--- config.mk ---
export PLATFORM = sky130hd
export DESIGN_NAME = cursor_input_ctrl_flat
export DESIGN_NICKNAME = d
export VERILOG_FILES = /design/src/rtl/cursor_input_ctrl_if.sv /design/src/rtl/cursor_input_ctrl.sv /design/src/flat_wrapper.sv
export SDC_FILE = /design/constraint.sdc
export NUM_CORES = 1
export LEC_CHECK = 0
export CAP_MARGIN = 20
export CORE_MARGIN = 2
export CORE_UTILIZATION = 55
export DETAILED_ROUTE_END_ITERATION = 12
export GPL_ROUTABILITY_DRIVEN = 0
export PLACE_DENSITY = 0.91
export SYNTH_ARGS = -nofsm -noshare
export SYNTH_HDL_FRONTEND = slang
export SYNTH_SLANG_ARGS = --single-unit
export TNS_END_PERCENT = 1
--- constraint.sdc ---
create_clock -name CLK -period 6.4 [get_ports CLK]
set_input_delay 1.92 -clock CLK [delete_from_list [all_inputs] [get_ports CLK]]
set_output_delay 1.92 -clock CLK [all_outputs]
set_load 0.05 [all_outputs]
--- src/rtl/cursor_input_ctrl_if.sv ---
// Signal bundle between the cursor input controller and its environment.
// master drives buttons and occupancy maps; slave is the controller itself.
interface cursor_input_ctrl_if;
  logic        btn_up;
  logic        btn_down;
  logic        btn_left;
  logic        btn_right;
  logic        btn_place;
  logic [63:0] red;
  logic [63:0] blue;
  logic [5:0]  led;
  logic        en;
  logic        turn;
  logic        reject;
  logic        cursor_vis;
  logic [1:0]  dbg_state;

  // en and reject are single-cycle strobes without back-pressure: the consumer
  // must act on the cycle they are high, and led is stable while en is high.
  modport master (
    output btn_up, btn_down, btn_left, btn_right, btn_place, red, blue,
    input  led, en, turn, reject, cursor_vis, dbg_state
  );

  modport slave (
    input  btn_up, btn_down, btn_left, btn_right, btn_place, red, blue,
    output led, en, turn, reject, cursor_vis, dbg_state
  );
endinterface

--- src/rtl/cursor_input_ctrl.sv ---
// Push-button front end of the bubble-placement controller: debounce, cursor, place FSM.
// Optional macro CURSOR_BLINK_EN adds a blinking cursor_vis output.
module cursor_input_ctrl #(
  parameter int DEBOUNCE_CYCLES = 250000,
  parameter int BLINK_CYCLES    = 12500000
) (
  input  logic CLK,
  input  logic reset,
  cursor_input_ctrl_if.slave bus
);

  typedef enum logic [1:0] {
    IDLE   = 2'd0,
    PLACE  = 2'd1,
    SETTLE = 2'd2
  } state_t;

  localparam int B_UP    = 0;
  localparam int B_DOWN  = 1;
  localparam int B_LEFT  = 2;
  localparam int B_RIGHT = 3;
  localparam int B_PLACE = 4;

  localparam int DW = (DEBOUNCE_CYCLES > 1) ? $clog2(DEBOUNCE_CYCLES) : 1;
  localparam logic [DW-1:0] DB_LAST = DW'(DEBOUNCE_CYCLES - 1);

  logic [4:0]    raw;
  logic [4:0]    sync1;
  logic [4:0]    sync2;
  logic [4:0]    db;
  logic [4:0]    press;
  logic [DW-1:0] db_cnt [5];

  state_t     state;
  state_t     state_next;
  logic [5:0] led;
  logic [5:0] led_next;
  logic       turn;
  logic       turn_next;
  logic       reject;
  logic       reject_next;
  logic       move_ok;
  logic       place_ok;
  logic       occupied;
  logic       full;

  assign raw = {bus.btn_place, bus.btn_right, bus.btn_left, bus.btn_down, bus.btn_up};

  // Counter runs only while the synchronised level disagrees with the accepted one.
  always_ff @(posedge CLK) begin
    if (!reset) begin
      sync1 <= '0;
      sync2 <= '0;
      db    <= '0;
      press <= '0;
      for (int i = 0; i < 5; i++) db_cnt[i] <= '0;
    end else begin
      sync1 <= raw;
      sync2 <= sync1;
      press <= '0;
      for (int i = 0; i < 5; i++) begin
        if (sync2[i] == db[i]) begin
          db_cnt[i] <= '0;
        end else if (db_cnt[i] == DB_LAST) begin
          db_cnt[i] <= '0;
          db[i]     <= sync2[i];
          press[i]  <= sync2[i];
        end else begin
          db_cnt[i] <= db_cnt[i] + 1'b1;
        end
      end
    end
  end

  assign occupied = bus.red[led] | bus.blue[led];
  assign full     = &(bus.red | bus.blue);

  always_ff @(posedge CLK) begin
    if (!reset) begin
      state  <= IDLE;
      led    <= '0;
      turn   <= 1'b0;
      reject <= 1'b0;
    end else begin
      state  <= state_next;
      led    <= led_next;
      turn   <= turn_next;
      reject <= reject_next;
    end
  end

  // A place pulse outranks any move pulse arriving in the same cycle.
  always_comb begin
    state_next  = state;
    led_next    = led;
    turn_next   = turn;
    reject_next = 1'b0;
    move_ok     = 1'b0;
    place_ok    = 1'b0;
    case (state)
      IDLE: begin
        if (press[B_PLACE]) begin
          if (!occupied && !full) begin
            state_next = PLACE;
            place_ok   = 1'b1;
          end else begin
            reject_next = 1'b1;
          end
        end else if (press[B_UP]) begin
          led_next = {led[5:3] - 3'd1, led[2:0]};
          move_ok  = 1'b1;
        end else if (press[B_DOWN]) begin
          led_next = {led[5:3] + 3'd1, led[2:0]};
          move_ok  = 1'b1;
        end else if (press[B_LEFT]) begin
          led_next = {led[5:3], led[2:0] - 3'd1};
          move_ok  = 1'b1;
        end else if (press[B_RIGHT]) begin
          led_next = {led[5:3], led[2:0] + 3'd1};
          move_ok  = 1'b1;
        end
      end
      PLACE:   state_next = SETTLE;
      SETTLE: begin
        state_next = IDLE;
        turn_next  = ~turn;
      end
      default: state_next = IDLE;
    endcase
  end

  assign bus.led       = led;
  assign bus.en        = (state == PLACE);
  assign bus.turn      = turn;
  assign bus.reject    = reject;
  assign bus.dbg_state = state;

`ifdef CURSOR_BLINK_EN
  localparam int BW = (BLINK_CYCLES > 1) ? $clog2(BLINK_CYCLES) : 1;
  localparam logic [BW-1:0] BL_LAST = BW'(BLINK_CYCLES - 1);

  logic [BW-1:0] blink_cnt;
  logic          vis;

  always_ff @(posedge CLK) begin
    if (!reset) begin
      blink_cnt <= '0;
      vis       <= 1'b1;
    end else if (move_ok || place_ok) begin
      blink_cnt <= '0;
      vis       <= 1'b1;
    end else if (blink_cnt == BL_LAST) begin
      blink_cnt <= '0;
      vis       <= ~vis;
    end else begin
      blink_cnt <= blink_cnt + 1'b1;
    end
  end

  assign bus.cursor_vis = vis;
`else
  logic unused_ok;
  assign unused_ok      = move_ok ^ place_ok;
  assign bus.cursor_vis = 1'b1 | (BLINK_CYCLES != 0) | unused_ok;
`endif

endmodule

--- src/flat_wrapper.sv ---
// flat-port wrapper written by rule: the top's interface ports become plain ports
module cursor_input_ctrl_flat 
#(
  parameter int DEBOUNCE_CYCLES = 250000,
  parameter int BLINK_CYCLES    = 12500000
)
  (CLK, reset, bus_btn_up, bus_btn_down, bus_btn_left, bus_btn_right, bus_btn_place, bus_red, bus_blue, bus_led, bus_en, bus_turn, bus_reject, bus_cursor_vis, bus_dbg_state);
  cursor_input_ctrl_if bus_i ();
  input  logic CLK;
  input  logic reset;
  input wire logic [$bits(bus_i.btn_up)-1:0] bus_btn_up;
  input wire logic [$bits(bus_i.btn_down)-1:0] bus_btn_down;
  input wire logic [$bits(bus_i.btn_left)-1:0] bus_btn_left;
  input wire logic [$bits(bus_i.btn_right)-1:0] bus_btn_right;
  input wire logic [$bits(bus_i.btn_place)-1:0] bus_btn_place;
  input wire logic [$bits(bus_i.red)-1:0] bus_red;
  input wire logic [$bits(bus_i.blue)-1:0] bus_blue;
  output wire logic [$bits(bus_i.led)-1:0] bus_led;
  output wire logic [$bits(bus_i.en)-1:0] bus_en;
  output wire logic [$bits(bus_i.turn)-1:0] bus_turn;
  output wire logic [$bits(bus_i.reject)-1:0] bus_reject;
  output wire logic [$bits(bus_i.cursor_vis)-1:0] bus_cursor_vis;
  output wire logic [$bits(bus_i.dbg_state)-1:0] bus_dbg_state;
  assign bus_i.btn_up = bus_btn_up;
  assign bus_i.btn_down = bus_btn_down;
  assign bus_i.btn_left = bus_btn_left;
  assign bus_i.btn_right = bus_btn_right;
  assign bus_i.btn_place = bus_btn_place;
  assign bus_i.red = bus_red;
  assign bus_i.blue = bus_blue;
  assign bus_led = bus_i.led;
  assign bus_en = bus_i.en;
  assign bus_turn = bus_i.turn;
  assign bus_reject = bus_i.reject;
  assign bus_cursor_vis = bus_i.cursor_vis;
  assign bus_dbg_state = bus_i.dbg_state;
  cursor_input_ctrl #(.DEBOUNCE_CYCLES(DEBOUNCE_CYCLES), .BLINK_CYCLES(BLINK_CYCLES)) u_core (.CLK(CLK), .reset(reset), .bus(bus_i));
endmodule
==> metrics.md, run 1 <==
| Metric | Value |
|---|---|
| WL per Instance | 16.4 um |
| Final hold viol count | 0 |
| Lkg Pwr | 3.33 nW |
| Top sig layer | met4 |
| Unrepaired setup endpoints after global routing | no |
| Worst-path fanout max | 34 |
| Total length of routed met2 wires | 8600 um |
| Syn avg cell area | 11.3 um^2 |
| # DRC | 0 |
| EDFF count, synth | 90 |
| Die X | 116 um |
| Crit-path max cell delay | 1010 ps |
| Worst-case vdd ir drop | 193 uV |
| Top FF cell, synth | edfxtp_1 |
| Post-synthesis mux area share | 11.8% |
| Number of gates resized after cts | 0 |
| Type of origin of the critical path | register |
| Largest family of logic cells by synthesized area | simple AND/OR/NAND/NOR gates |
| Post-Synth Adder-Cell Area | 1.55% |
| Largest net degree at the start of global routing | 35 |
| CORE AREA | 12500 um^2 |
| I/O pin total | 147 |
| GRT overflow | 0 |
| Starting density of the core | 55.6% |
| Slew HR | 31.0% |
| Fmax | 231 MHz |
| Layout cell share with drive strength beyond 1 | 6.71% |
| Commonest cells after routing, fill and taps aside | 145 x clkdlybuf4s50_1, 114 x nor2_1, 91 x conb_1, 90 x edfxtp_1, 49 x xor2_1 |
| Slowest-stage cell, CP | dfxtp_2 |
| Post-CTS setup repair buffer count | 0 |
| Setup_tns | 0 ps |
| Outcome | finished clean |
| Detailed Place HPWL | 12600 um |
| Non-filler cells, final | 1036 |
| Register area share after synthesis | 47.6% |
| #FFs+latches synth | 120 |
| Final clock skew | 7.77 ps |
| Cts hold-fix bufs | 0 |
| DP Cell Count | 1004 |
| Placed Area | 8780 um^2 |
| Wire length on met1 | 6370 um |
| Drt first pass iters | 5 |
| Fin area | 9350 um^2 |
| Die height | 116 um |
| Vias | 5542 |
| Antenna violations before repair | 0 |
| First-pass GRT wire length | 27200 um |
| WP data required | 4480 ps |
| Final Util | 75.0% |
| Synthesized area | 6940 um^2 |
| WL final | 17000 um |
| Kind of end point of the critical path | output port |
| Vias/cell | 5.35 |
| Diodes inserted | 0 |
| CP cell instances | clkdlybuf4s50_1 |
| Area Overhead vs Synth | 34.9% |
| Skew-Pair Late Insertion Delay | 420 ps |
| Final nets | 994 |
| Total clock sinks | 120 |
| Max cap viols | 0 |
| TritonCTS buffer count | 17 |
| Vias in the first global route | 5670 |
| H-tree depth | 4 |
| Critical path arrival | 2400 ps |
| CTS Buffer Depth | 2 |
| Final min period | 4320 ps |
| Slew @ Worst Pin | 1040 ps |
| Crit-path leading delay family | flip-flops |
| Met3 routed wirelength | 1400 um |
| 1st-iter DRT viols | 356 |
| IO buf count | 145 |
| Hold crit path type | reg -> reg |
| Synth warn | 0 |
| # setup viols final | 0 |
| Slack of the worst reg-to-reg path | 3530 ps |
| Post-synthesis simple-gate area fraction | 20.9% |
| P per Cell Area | 209 nW/um^2 |
| Slew Viols, Final | 0 |
| Crit path kind | reg -> out |
| CP bufs+invs | 1 |
| CTS tree | yes |
| Gate Count Post-Synth | 615 |
| Final ANT Viol Nets | 0 |
| Pwr Total | 1.95 mW |
| Die area | 13500 um^2 |
| Async set or reset register ratio after synthesis | 0% |
| Worst-path clk slew | 50 ps |
| Fin crit share | 67.5% |
| Total global-route track usage | 26.3% |
| XOR/XNOR Fraction of Synth Area | 11.6% |
| Most common cell after layout, fill and taps aside | clkdlybuf4s50_1 |
| Number of cell rows | 41 |
| Clock root buffer | clkbuf_16 |
| Synth cell types | 49 |
| Synth Area in Compound Gates | 3.03% |
-- metrics by stage --
stage,setup slack [ps],hold WS (ps)
CTS,2030,435
finish,2080,432
floorplan,3020,412
global placement,2370,415
detailed placement,2250,422
global route,1950,474
-- flip-flops by register name, summed over array words and instances, names as in the netlist --
name	count
u_core.bus.dbg_state	2
u_core.db	5
u_core.sync1	5
u_core.press	5
u_core.bus.turn	1
u_core.db_cnt	90
u_core.bus.reject	1
u_core.sync2	5
u_core.bus.led	6
-- layer usage --
layer / vias up / global-route usage [%]
li1: 2645 / -
met1: 2609 / 28.9
met2: 234 / 46.0
met3: 54 / 7.78
met4: 0 / 13.6
met5: - / 0
-- final timing paths --
path                                       start                           end  cells past startpoint
setup / recovery  u_core.bus.led[0]$_SDFFE_PN0P_                    bus_led[0]                      1
setup reg to reg  u_core.bus.led[0]$_SDFFE_PN0P_  u_core.bus.reject$_SDFF_PN0_                      5
hold / removal        u_core.sync1[1]$_SDFF_PN0_    u_core.sync2[1]$_SDFF_PN0_                      1
hold reg to reg       u_core.sync1[1]$_SDFF_PN0_    u_core.sync2[1]$_SDFF_PN0_                      1
-- synth_stat cells, drive strengths merged, types with 2 or more instances --
cell	n	area, um^2
dfxtp	30	601
nor3	13	65.1
buf	7	72.6
nor4	14	87.6
nor4b	6	52.6
clkbuf	12	78.8
and2	21	133
a21oi	7	35.0
a22oi	16	120
nor4bb	2	20.0
o211a	2	20.0
nor2b	7	43.8
a211oi	2	15.0
mux4	32	766
nor2	114	428
nand3b	3	22.5
nand4	25	156
nand2	33	124
xnor2	43	377
nand2b	3	18.8
mux2i	4	40.0
nand3	33	170
xor2	49	429
ha	7	87.6
and4	6	52.6
and3	4	25.0
edfxtp	90	2700
inv	16	60.1
-- cells by family after synthesis --
group | after synthesis
AO/OA/AOI/OAI | 30
XOR/XNOR | 92
adder cells (fa/ha/maj) | 8
buffers and inverters | 37
flip-flops | 120
multiplexers | 37
other | 1
AND/OR/NAND/NOR | 290
-- cell type report --
class | instances | area, um^2
fill | 795 | 3110
clock buffer | 23 | 510
clock inverter | 9 | 58.8
multi-input combinational | 548 | 3730
inverter | 16 | 60.1
tap | 172 | 215
sequential | 120 | 3300
timing repair buffer | 148 | 1470
-- power breakdown --
| group | switching (mW) | internal, mW | leakage, nW |
|---|---|---|---|
| Sequential | 0.0289 | 0.865 | 1.17 |
| Combinational | 0.0536 | 0.107 | 1.87 |
| Clock | 0.338 | 0.561 | 0.289 |
Note: power is estimated with default switching activity, not from simulation.
==> run 2: changes to the inputs <==
--- a/config.mk
+++ b/config.mk
@@ -7,10 +7,10 @@
 export LEC_CHECK = 0
 export CAP_MARGIN = 20
 export CORE_MARGIN = 2
-export CORE_UTILIZATION = 55
+export CORE_UTILIZATION = 52
 export DETAILED_ROUTE_END_ITERATION = 12
 export GPL_ROUTABILITY_DRIVEN = 0
-export PLACE_DENSITY = 0.91
+export PLACE_DENSITY = 0.87
 export SYNTH_ARGS = -nofsm -noshare
 export SYNTH_HDL_FRONTEND = slang
 export SYNTH_SLANG_ARGS = --single-unit
==> constraint.sdc (replaced) <==
create_clock -name CLK -period 4.23 [get_ports CLK]
set_input_delay 1.269 -clock CLK [delete_from_list [all_inputs] [get_ports CLK]]
set_output_delay 1.269 -clock CLK [all_outputs]
set_load 0.05 [all_outputs]
==> metrics.md, run 2 (synthesis results as in run 1) <==
| Metric | Value |
|---|---|
| Outcome | finished clean |
| CTS Buffer Depth | 2 (unchanged) |
| Die height | 119 um (+2.7%) |
| P per Cell Area | 315 nW/um^2 (+51%) |
| Layout cell share with drive strength beyond 1 | 6.59% (-0.12 points) |
| Vias in the first global route | 5357 (-5.5%) |
| Biggest register | u_core.db_cnt |
| Skew-Pair Late Insertion Delay | 410 ps (about the same) |
| Final hold viol count | 0 (unchanged) |
| WP data required | 2960 ps (-1520 ps) |
| Vias/cell | 5.23 (-2.3%) |
| WL final | 16100 um (-5.6%) |
| Slew @ Worst Pin | 785 ps (-250 ps) |
| I/O pin total | 147 (unchanged) |
| Worst hold slack | 431 ps (-1.26 ps) |
| Crit path kind | reg -> out |
| Placed Area | 8800 um^2 (+0.14%) |
| Slew Viols, Final | 0 (unchanged) |
| # setup viols final | 0 (unchanged) |
| Kind of end point of the critical path | output port |
| Fin crit share | 76.3% |
| First-pass GRT wire length | 25700 um (-5.8%) |
| Vias | 5442 (-1.8%) |
| IO buf count | 145 (unchanged) |
| Slack of the worst reg-to-reg path | 1690 ps (-1840 ps) |
| Clock root buffer | clkbuf_16 |
| Max reg flops | 90 (unchanged) |
| CORE AREA | 13100 um^2 (+5.4%) |
| Total clock sinks | 120 (unchanged) |
| Setup_tns | 0 ps (unchanged) |
| TritonCTS buffer count | 17 (unchanged) |
| Number of gates resized after cts | 0 (unchanged) |
| Lkg Pwr | 3.32 nW (-0.27%) |
| Fmax | 310 MHz |
| Area Overhead vs Synth | 34.9% (about the same) |
| Antenna violations before repair | 0 (unchanged) |
| Hold crit path type | reg -> reg |
| WL per Instance | 15.4 um (-6.0%) |
| Worst-path clk slew | 50 ps (about the same) |
| Final clock skew | 6.62 ps (-1.15 ps) |
| Pwr Total | 2.94 mW (+51%) |
| CTS tree | yes |
| H-tree depth | 4 (unchanged) |
| Total global-route track usage | 22.9% (-3.3 points) |
| Post-CTS setup repair buffer count | 0 (unchanged) |
| Starting density of the core | 52.8% (-2.8 points) |
| Final ANT Viol Nets | 0 (unchanged) |
| Type of origin of the critical path | register |
| Unrepaired setup endpoints after global routing | no |
| Worst-path fanout max | 5 (-85%) |
| Critical path arrival | 1960 ps (-440 ps) |
| Die area | 14300 um^2 (+5.6%) |
| Worst-case vdd ir drop | 241 uV (+25%) |
| # DRC | 0 (unchanged) |
| Final nets | 995 (+0.10%) |
| Cts hold-fix bufs | 0 (unchanged) |
| Number of cell rows | 42 (+2.4%) |
| GRT overflow | 0 (unchanged) |
| Drt first pass iters | 4 (-1) |
| Final min period | 3230 ps |
| Non-filler cells, final | 1041 (+0.48%) |
| 1st-iter DRT viols | 309 (-13%) |
| DP Cell Count | 1009 (+0.50%) |
| Cells on worst reg2reg path | 6 (+1) |
| Biggest regs | u_core.db_cnt: 90 flops, u_core.bus.led: 6 flops |
| Max cap viols | 0 (unchanged) |
| Most common cell after layout, fill and taps aside | clkdlybuf4s50_1 |
| Commonest cells after routing, fill and taps aside | 145 x clkdlybuf4s50_1, 114 x nor2_1, 91 x conb_1, 90 x edfxtp_1, 49 x xor2_1 |
| Die X | 119 um (+2.7%) |
| Fin area | 9360 um^2 (about the same) |
| Largest net degree at the start of global routing | 35 (unchanged) |
| WHS Path Cells | 1 (unchanged) |
| Detailed Place HPWL | 11900 um (-5.4%) |
| Slew HR | 47.2% (+16 points) |
| Diodes inserted | 0 (unchanged) |
-- run 2: cell count changes in the layout (fill, tap and decap cells not counted), sizes merged --
cell | before | now
buf | 3 | 4
clkinv | 4 | 5
inv | 21 | 16
bufinv | 0 | 1
clkinvlp | 0 | 2
clkbuf | 23 | 24
-- run 2: per-layer routing --
| metal | wire length [um] | up-vias | track usage, % |
|---|---|---|---|
| li1 | - | 2640 | - |
| met2 | 8100 | 191 | 40.3 |
| met5 | 0 | - | 0 |
| met4 | 410 | 0 | 8.38 |
| met3 | 1160 | 35 | 7.61 |
| met1 | 6380 | 2576 | 25.9 |
-- run 2: report_power, final --
group          internal [mW]  total, mW  switching, mW  leakage [nW]
logic                  0.161      0.238         0.0766          1.88
registers               1.31       1.35         0.0426          1.17
clock network          0.867       1.35          0.487         0.275
-- run 2: critical path, cell delays in order (launching register included) --
cell	delay (ps)
dfxtp_1	470
nor2b_1	240
clkdlybuf4s50_1	840
-- run 2: stage by stage --
stage,setup slack (ps),utilization [%]
2_1_floorplan,1500,-
3_3_place_gp,1010,67.0
3_5_place_dp,1010,67.0
4_1_cts,977,71.2
5_1_grt,949,71.2
6_report,1000,71.2
-- run 2: final timing paths --
| path | startpoint | endpoint |
|---|---|---|
| max | u_core.bus.dbg_state[0]$_SDFFE_PN0P_ | bus_en |
| min reg2reg | u_core.sync1[2]$_SDFF_PN0_ | u_core.sync2[2]$_SDFF_PN0_ |
| min | u_core.sync1[2]$_SDFF_PN0_ | u_core.sync2[2]$_SDFF_PN0_ |
| max reg2reg | u_core.bus.led[0]$_SDFFE_PN0P_ | u_core.bus.dbg_state[0]$_SDFFE_PN0P_ |
-- run 2: cell type report --
class                      instances  area, um^2
multi-input combinational        548        3730
inverter                          16        60.1
sequential                       120        3300
clock buffer                      24         493
clock inverter                     8        70.1
timing repair buffer             149        1480
tap                              176         220
fill                             939        3780
